--- config.mk ---
export PLATFORM = sky130hd
export DESIGN_NAME = ttl_sync_counter_161
export DESIGN_NICKNAME = d
export VERILOG_FILES = /design/src/rtl/ttl_pkg.sv /design/src/rtl/ttl_cnt4_stage.sv /design/src/rtl/ttl_sync_counter_161.sv
export SDC_FILE = /design/constraint.sdc
export NUM_CORES = 1
export LEC_CHECK = 0
export BUFFER_PORTS_ARGS = -buffer_cell sky130_fd_sc_hd__buf_4
export CAP_MARGIN = 20
export CORE_AREA = 2 2 39 41
export DETAILED_ROUTE_END_ITERATION = 12
export DIE_AREA = 0 0 41 43
export GPL_ROUTABILITY_DRIVEN = 0
export GPL_TIMING_DRIVEN = 0
export PLACE_DENSITY = 0.41
export SLEW_MARGIN = 20
export SYNTH_ARGS = -nofsm -noshare
export SYNTH_HDL_FRONTEND = slang
export SYNTH_HIERARCHICAL = 1
export SYNTH_SLANG_ARGS = --single-unit
export TNS_END_PERCENT = 30
--- constraint.sdc ---
create_clock -name CLK -period 1.5 [get_ports CLK]
set_input_delay 0.3 -clock CLK [delete_from_list [all_inputs] [get_ports CLK]]
set_output_delay 0.3 -clock CLK [all_outputs]
set_load 0.01 [all_outputs]
--- src/rtl/ttl_pkg.sv ---
// Shared definitions for the 74xx-family counter models: nibble width, nibble type,
// and the per-nibble step/terminal-count helpers used by each 4-bit slice.
package ttl_pkg;

  localparam int TTL_NIBBLE = 4;

  typedef logic [3:0] ttl_nib_t;

  // Next value of a counting nibble; dn selects decrement (wraps 0 -> F).
  function automatic ttl_nib_t nib_step(input ttl_nib_t q, input logic dn);
    if (dn) begin
      return q - 4'd1;
    end
    return q + 4'd1;
  endfunction

  // Terminal count is the value from which the next count carries or borrows.
  function automatic logic nib_terminal(input ttl_nib_t q, input logic dn);
    if (dn) begin
      return (q == 4'h0);
    end
    return (q == 4'hF);
  endfunction

endpackage

--- src/rtl/ttl_cnt4_stage.sv ---
// One 4-bit 74161-style slice: sync load, ENP/ENT enables, combinational RCO.
// Macro TTL_CNT_UPDOWN_EN adds the DN direction input.
module ttl_cnt4_stage
  import ttl_pkg::*;
(
  input  logic     CLK,
  input  logic     RST,
  input  logic     LOAD_N,
  input  logic     ENP,
  input  logic     ENT,
`ifdef TTL_CNT_UPDOWN_EN
  input  logic     DN,
`endif
  input  ttl_nib_t D,
  output ttl_nib_t Q,
  output logic     RCO
);

  ttl_nib_t q_reg;
  ttl_nib_t q_next;
  logic     dir_dn;

`ifdef TTL_CNT_UPDOWN_EN
  assign dir_dn = DN;
`else
  assign dir_dn = 1'b0;
`endif

  // Load beats count; counting needs both enables.
  always_comb begin
    q_next = q_reg;
    if (!LOAD_N) begin
      q_next = D;
    end else if (ENP && ENT) begin
      q_next = nib_step(q_reg, dir_dn);
    end
  end

  always_ff @(posedge CLK or posedge RST) begin
    if (RST) begin
      q_reg <= '0;
    end else begin
      q_reg <= q_next;
    end
  end

  assign Q   = q_reg;
  // RCO ignores ENP and LOAD_N so a cascade's carry lookahead stays purely ENT-driven.
  assign RCO = ENT & nib_terminal(q_reg, dir_dn);

endmodule

--- src/rtl/ttl_sync_counter_161.sv ---
// Cascadable WIDTH-bit synchronous counter built from 4-bit 74161 slices chained via RCO->ENT.
// Macro TTL_CNT_UPDOWN_EN adds the DN direction input (broadcast to every slice).
module ttl_sync_counter_161
  import ttl_pkg::*;
#(
  parameter int WIDTH = 4
) (
  input  logic             CLK,
  input  logic             RST,
  input  logic             LOAD_N,
  input  logic             ENP,
  input  logic             ENT,
`ifdef TTL_CNT_UPDOWN_EN
  input  logic             DN,
`endif
  input  logic [WIDTH-1:0] D,
  output logic [WIDTH-1:0] Q,
  output logic             RCO
);

  localparam int NSLICE = WIDTH / TTL_NIBBLE;

  if (((WIDTH % TTL_NIBBLE) != 0) || (WIDTH < TTL_NIBBLE)) begin : g_bad_width
    $error("ttl_sync_counter_161: WIDTH must be a multiple of 4 and at least 4");
  end

  // ent_chain[k] is slice k's ENT; ent_chain[NSLICE] is the last slice's RCO.
  logic [NSLICE:0] ent_chain;

  assign ent_chain[0] = ENT;

  for (genvar k = 0; k < NSLICE; k++) begin : g_slice
    ttl_cnt4_stage u_stage (
      .CLK    (CLK),
      .RST    (RST),
      .LOAD_N (LOAD_N),
      .ENP    (ENP),
      .ENT    (ent_chain[k]),
`ifdef TTL_CNT_UPDOWN_EN
      .DN     (DN),
`endif
      .D      (D[k*TTL_NIBBLE +: TTL_NIBBLE]),
      .Q      (Q[k*TTL_NIBBLE +: TTL_NIBBLE]),
      .RCO    (ent_chain[k+1])
    );
  end

  assign RCO = ent_chain[NSLICE];

endmodule

Word level (Yosys, flattened, before mapping)

Cells that the tools add are included.

Register bits after elaboration: 4
Output and inout port bits: 5
Logic and storage cells: 11

Add/sub/neg operators: 1
Equal/unequal tests: 2
Mux-type cells: 5
Bitwise gates (word level): 1
Reductions and logical operators: 1

Operator list:

| kind                | number |
|---|---|
| $mux 4              | 3 |
| $add 4x1->4 const B | 1 |
| $eq 4x4->1 const B  | 1 |
| $mux 1              | 2 |
| $ne 2x1->1 const B  | 1 |
| $and 1x1->1         | 1 |
| $logic_and 1x1->1   | 1 |

Longest topological paths before layout

Gate-level depths: netlist of run 1.

Depth after elaboration: 6
Mapped depth: 4
Depth with buffers taken out: 4

Least setup slack after synthesis of run 1

OpenSTA, ideal clock, no wires.

Path type: flip-flop to output port
Start point: reg g_slice[0].u_stage.q_reg[0]
End point: out RCO
Arrival time: 890 ps
Path slack: 310 ps
Cell stages (with the launch flop): 3
Cells stage by stage: dfrtp_1 > ha_1 > and4_2

Longest elaborated chain between the ends: 2

RTL lines:

| element                  | RTL line                   | RTL |
|---|---|---|
| start: declaration       | ttl_cnt4_stage.sv:19       | `ttl_nib_t q_reg;` |
| start signal: assignment | ttl_cnt4_stage.sv:43       | `q_reg <= q_next;` |
| $eq 4x4->1               | ttl_pkg.sv:22              | `return (q == 4'hF);` |
| $and 1x1->1              | ttl_cnt4_stage.sv:49       | `assign RCO = ENT & nib_terminal(q_reg, dir_dn);` |
| end: declaration         | ttl_sync_counter_161.sv:18 | `output logic RCO` |

Every way passes these cells.

Worst setup path after layout of run 1

Start point: reg g_slice[0].u_stage.q_reg[1]
End point: out RCO

The elaborated chain is that of the path after synthesis.

==> results of run 1 <==
final timing paths:
path,from,end,slack (ns),cells past startpoint
min in group asynchronous,RST,g_slice[0].u_stage/Q[0]$_DFFE_PP0P_,0.50,3
max in group asynchronous,RST,g_slice[0].u_stage/Q[3]$_DFFE_PP0P_,0.84,3
min reg2reg,g_slice[0].u_stage/Q[3]$_DFFE_PP0P_,g_slice[0].u_stage/Q[3]$_DFFE_PP0P_,0.61,2
max reg2reg,g_slice[0].u_stage/Q[1]$_DFFE_PP0P_,g_slice[0].u_stage/Q[3]$_DFFE_PP0P_,0.41,4
max,g_slice[0].u_stage/Q[1]$_DFFE_PP0P_,RCO,0.06,3
min,D[0],g_slice[0].u_stage/Q[0]$_DFFE_PP0P_,0.31,3
Yosys cell counts, drive strengths merged:
| library cell | instances | area, µm² |
|---|---|---|
| clkbuf | 1 | 3.75 |
| nor2 | 4 | 15.0 |
| xor2 | 2 | 17.5 |
| a21oi | 3 | 15.0 |
| a31oi | 1 | 6.26 |
| or3 | 1 | 6.26 |
| inv | 1 | 3.75 |
| dfrtp | 4 | 100 |
| o21ai | 1 | 5.00 |
| mux2i | 1 | 10.0 |
| nand2 | 1 | 6.26 |
| nand3 | 2 | 10.0 |
| and4 | 1 | 10.0 |
| ha | 1 | 12.5 |
layout make-up:
type                       count  area share (%)
inverter                       1           0.974
tap                           16            5.19
timing repair buffer          15            30.8
buffer                         1           0.974
multi-input combinational     18            30.2
clock buffer                   3            5.84
sequential                     4            26.0
per-stage QoR:
step           setup WS [ns]  instances
2_1_floorplan          0.310         24
3_3_place_gp           0.210         52
3_5_place_dp           0.193         52
4_1_cts               0.0219         58
5_1_grt              0.00887         58
6_report              0.0557         58
kinds of logic after synthesis:
| logic type | count (synthesis) |
|---|---|
| compound gates | 5 |
| flops | 4 |
| buf+inv | 2 |
| fa+ha+maj | 1 |
| mux | 1 |
| simple gates | 9 |
| xor+xnor | 2 |
timing repair:
item | CTS | global route
resized for setup | 1 | 1
hold endpoints to repair | 4 | 0
setup buffers | 2 | 0
pin swaps | 0 | 1
endpoints found under the setup margin | 1 | 1
hold buffers | 1 | 0
power groups by stage:
stage,registers [W],clock network [W],logic (W)
after detailed placement,0.000137,0,0.0000845
after global placement,0.000136,0,0.0000845
after floorplan,0.000140,0,0.0000352
after CTS,0.000132,0.000141,0.000102
final,0.000132,0.000134,0.000102
after global routing,0.000133,0.000149,0.000116
critical path, stage by stage (launching register included):
cell and delay [ns]:
dfrtp_1 0.38, ha_2 0.19, and4_2 0.23, buf_6 0.12
routing by layer:
| layer | share of wire [%] | routed length (µm) | global-route usage, % |
|---|---|---|---|
| met5 | 0 | 0 | 0 |
| met4 | 2.6 | 14 | 10.0 |
| met3 | 13 | 72 | 1.57 |
| met2 | 36 | 197 | 7.81 |
| met1 | 48 | 264 | 9.77 |
==> metrics.md, run 1 <==
| Metric | Value |
|---|---|
| Status | `finished clean` |
| Post-synthesis cell area | `221 µm²` |
| Drt first pass iters | `3` |
| Tot GR Track Use | `around 7.4%` |
| Clock-pin slew on the worst setup and hold paths | `~0.040 ns` |
| Core Area | `1380 µm²` |
| CTS tree | `yes` |
| Synthesized instance count | `24` |
| Post-synthesis simple-gate area fraction | `21.5%` |
| FP Rows | `14` |
| Synthesized Nets | `34` |
| Die height | `approximately 43 µm` |
| Synth Area in Adders | `5.65%` |
| Synth Area in XOR/XNOR | `7.91%` |
| Final hold vios | `0` |
| Cell internal pwr | `roughly 0.00027 W` |
| Initial antenna violation count | `0` |
| WL per Instance | `9.47 µm` |
| Switching Fraction | `between 20% and 30%` |
| Die ar. | `between 1500 and 2000 µm²` |
| Routed Antenna Nets | `0` |
| Reg area | `100 µm²` |
| Largest register FFs | `4` |
| Power Dens Cells | `954 nW/µm²` |
| Synth cell types | `14` |
| Kind of critical path | `reg -> out` |
| Num CTS Buffers | `3` |
| Final Net Count | `54` |
| Relative max-transition margin | `78.8%` |
| P_leak | `0.181 nW` |
| GRT overflow | `0` |
| Initial drt markers | `2` |
| Number of antenna diodes | `0` |
| Clock power frac | `36.3%` |
| Setup TNS | `0 ns` |
| Routed vias/inst | `around 4` |
| Switch Pwr | `roughly 0.000098 W` |
| Worst EP required | `1.20 ns` |
| Final wirelength | `~550 µm` |
| Kind of end point of the critical path | `output pin` |
| H-tree lvl count | `1` |
| Arr. time, crit path | `about 1.1 ns` |
| Max Slew Vio Count | `0` |
| Port buffer count | `12` |
| Vias in the first global route | `220` |
| Most frequent cells in the layout | `buf_4 (13), dfrtp_1 (4), nor2_1 (4)` |
| Layout cells sized above 1 | `47.6%` |
| Clock sink total | `4` |
| Worst min path class | `in -> reg` |
| Initial Utilization | `16.0%` |
| Worst Max-Slew Pin Slew | `approximately 0.32 ns` |
| First-pass GRT wire length | `807 µm` |
| Count of final setup violators | `0` |
| Clk Latency, worst-skew pair | `between 0.2 and 0.25 ns` |
| Maximum clock frequency | `0.692 GHz` |
| Placed inst area | `332 µm²` |
| Warnings from Yosys | `6` |
| Yosys reg bits | `4` |
| Largest net degree at the start of global routing | `9` |
| Layout filler cell count | `141` |
| Area grow syn2layout | `74.0%` |
| Minimum clock period | `~1.4 ns` |
| Die Span X | `41 µm` |
| Count of max-cap constraint violations | `0` |
| Final total power | `0.000368 W` |
| Critical Path Fanout Max | `2` |
| Hold Slack | `0.313 ns` |
| Post-synthesis mux area share | `under 10%` |
| Top Ports | `14` |
| Commonest non-fill, non-tap cell in the layout | `buf_4` |
| Main combinational cell family by area after synthesis | `simple AND/OR/NAND/NOR gates` |
| Vias post-DR | `237` |
| Flop pwr share | `a little over a third` |
| Sequential area share after synthesis | `45.2%` |
| Startpoint Class | `register` |
| Multi-input gate area | `116 µm²` |
| Max rail drop VDD | `0.303 mV` |
| Root buf cell | `clkbuf_4` |
| Layout Utilization | `27.8%` |
| Residual DRC | `0` |
| Period utilization | `96.3%` |
| Compound-Gate Fraction of Synth Area | `11.9%` |
| Layout Skew | `approximately 0.00085 ns` |
| Syn Area/Cell | `a little over 9 µm²` |
| Max Buffers Root-to-Sink | `2` |
| RSZ-0062 raised after global routing | `no` |
| Power share of the combinational group | `27.8%` |
| Final Cell Area | `385 µm²` |
No activity file was read; power rests on OpenSTA's default activity.
==> run 2, diff against run 1 <==
--- a/config.mk
+++ b/config.mk
@@ -8,11 +8,12 @@
 export BUFFER_PORTS_ARGS = -buffer_cell sky130_fd_sc_hd__buf_4
 export CAP_MARGIN = 20
 export CORE_AREA = 2 2 39 41
+export CTS_BUF_LIST = sky130_fd_sc_hd__clkbuf_4
 export DETAILED_ROUTE_END_ITERATION = 12
 export DIE_AREA = 0 0 41 43
 export GPL_ROUTABILITY_DRIVEN = 0
 export GPL_TIMING_DRIVEN = 0
-export PLACE_DENSITY = 0.41
+export PLACE_DENSITY = 0.43
 export SLEW_MARGIN = 20
 export SYNTH_ARGS = -nofsm -noshare
 export SYNTH_HDL_FRONTEND = slang
==> constraint.sdc (replaced) <==
create_clock -name CLK -period 1.2 [get_ports CLK]
set_input_delay 0.24 -clock CLK [delete_from_list [all_inputs] [get_ports CLK]]
set_output_delay 0.24 -clock CLK [all_outputs]
set_load 0.01 [all_outputs]
==> metrics.md, run 2 (same netlist as run 1, synthesis figures left out) <==
| Metric | Value |
|---|---|
| Initial antenna violation count | `0` |
| Root buf cell | `clkbuf_4` |
| Layout filler cell count | `149` |
| Vias post-DR | `between 200 and 250` |
| Die height | `43 µm` |
| Core Area | `1380 µm²` |
| Count of final setup violators | `2` |
| GRT overflow | `0` |
| Drt first pass iters | `4` |
| H-tree lvl count | `1` |
| Largest net degree at the start of global routing | `9` |
| Worst path max stage delay | `0.39 ns` |
| Port buffer count | `12` |
| Setup ws final | `-0.146 ns` |
| First-pass GRT wire length | `876 µm` |
| Number of antenna diodes | `0` |
| Worst min path class | `in -> reg` |
| Tot GR Track Use | `8.34%` |
| Final Net Count | `56` |
| Multi-input gate area | `118 µm²` |
| Hold Slack | `approximately 0.25 ns` |
| Max Buffers Root-to-Sink | `2` |
| Worst Max-Slew Pin Slew | `0.324 ns` |
| Max Slew Vio Count | `0` |
| Crit path cell chain | `ha_2, and4_4, buf_6` |
| Count of max-cap constraint violations | `0` |
| P_leak | `0.192 nW` |
| Layout cells sized above 1 | `50.0%` |
| Max rail drop VDD | `0.763 mV` |
| Routed vias/inst | `~4.0` |
| Status | `finished with violations` |
| CP delay by family, top | `flip-flops` |
| Residual DRC | `0` |
| Routed Antenna Nets | `0` |
| Layout Skew | `around 0.0044 ns` |
| Startpoint Class | `register` |
| Most frequent cells in the layout | `buf_4 (15), dfrtp_1 (4), nor2_1 (4)` |
| Period utilization | `112%` |
| Kind of end point of the critical path | `output pin` |
| RSZ-0062 raised after global routing | `yes` |
| CTS tree | `yes` |
| Num CTS Buffers | `3` |
| Clock-pin slew on the worst setup and hold paths | `0.04 ns` |
| Final wirelength | `about 580 µm` |
| Largest register FFs | `4` |
| Critical Path Fanout Max | `2` |
| Area grow syn2layout | `81.4%` |
| WL per Instance | `9.62 µm` |
| Worst EP required | `roughly 0.96 ns` |
| Reg area | `about 100 µm²` |
| Power Dens Cells | `1200 nW/µm²` |
| Initial Utilization | `between 10% and 20%` |
| Minimum clock period | `1.35 ns` |
| Failing checks | `setup timing` |
| Initial drt markers | `4` |
| WP buf/inv | `1` |
| Relative max-transition margin | `between 70% and 80%` |
| Commonest non-fill, non-tap cell in the layout | `buf_4` |
| Top Ports | `14` |
| Die ar. | `1760 µm²` |
| Layout Utilization | `29.0%` |
| Dpl ws | `-0.0380 ns` |
| Final total power | `0.000483 W` |
| Kind of critical path | `reg -> out` |
| Final hold vios | `0` |
| Clk Latency, worst-skew pair | `between 0.2 and 0.25 ns` |
| Arr. time, crit path | `about 1.1 ns` |
| Vias in the first global route | `213` |
| CP max stage cell | `dfrtp_1` |
| FP Rows | `14` |
| Die Span X | `41 µm` |
| Maximum clock frequency | `0.743 GHz` |
| Clock sink total | `4` |
==> run 2: changes by cell type in the layout (fill, tap and decap cells not counted) <==
cell | before | now
and4_2 | 1 | 0
and4_4 | 0 | 1
buf_4 | 13 | 15
==> run 2: through the flow <==
step                      TNS (ns)  instance area, µm²  instances
after floorplan                  0                 221         24
after global placement     -0.0366                 332         52
after detailed placement   -0.0380                 332         52
after CTS                   -0.128                 394         59
after global routing        -0.273                 402         60
final                       -0.210                 402         60
==> run 2: area by class of cell <==
type	count	share of cell area [%]
Buffer	1	0.935
Clock buffer	3	5.61
Inverter	1	0.935
Multi-Input combinational cell	18	29.3
Sequential cell	4	24.9
Tap cell	16	4.98
Timing Repair Buffer	17	33.3
==> run 2: power by group <==
group	internal [W]	switching, W
combinational	0.0000857	0.0000581
clock	0.000112	0.0000615
sequential	0.000152	0.0000137
total	0.000350	0.000133
==> run 2: routing by layer <==
layer	part of all wire (%)	wire length, µm	up-vias	track usage [%]
li1	-	-	125	-
met1	47	272	98	11.3
met2	32	184	19	8.44
met3	21	121	0	9.42
met4	0	0	0	2.00
met5	0	0	-	0
==> run 2: worst min-delay path, stage by stage <==
cell and delay, ns:
buf_4 0.08, nor2_1 0.03, a21oi_1 0.10
==> run 2: final timing paths <==
path / slack (ns) / start / depth (start not counted) / end
setup / recovery: -0.15 / g_slice[0].u_stage/Q[0]$_DFFE_PP0P_ / 3 / RCO
hold / removal: 0.25 / D[0] / 3 / g_slice[0].u_stage/Q[0]$_DFFE_PP0P_
setup reg to reg: -0.06 / g_slice[0].u_stage/Q[0]$_DFFE_PP0P_ / 6 / g_slice[0].u_stage/Q[2]$_DFFE_PP0P_
hold reg to reg: 0.59 / g_slice[0].u_stage/Q[3]$_DFFE_PP0P_ / 2 / g_slice[0].u_stage/Q[3]$_DFFE_PP0P_
max in group asynchronous: 0.60 / RST / 3 / g_slice[0].u_stage/Q[0]$_DFFE_PP0P_
min in group asynchronous: 0.44 / RST / 3 / g_slice[0].u_stage/Q[3]$_DFFE_PP0P_
==> run 2: repair_timing <==
item / CTS / global route
pin swaps: 2 / 1
setup endpoints to repair: 1 / 1
buffers inserted: 3 / 1
hold buffers: 1 / 0
hold endpoints to repair: 4 / 0
gates resized for setup: 3 / 0
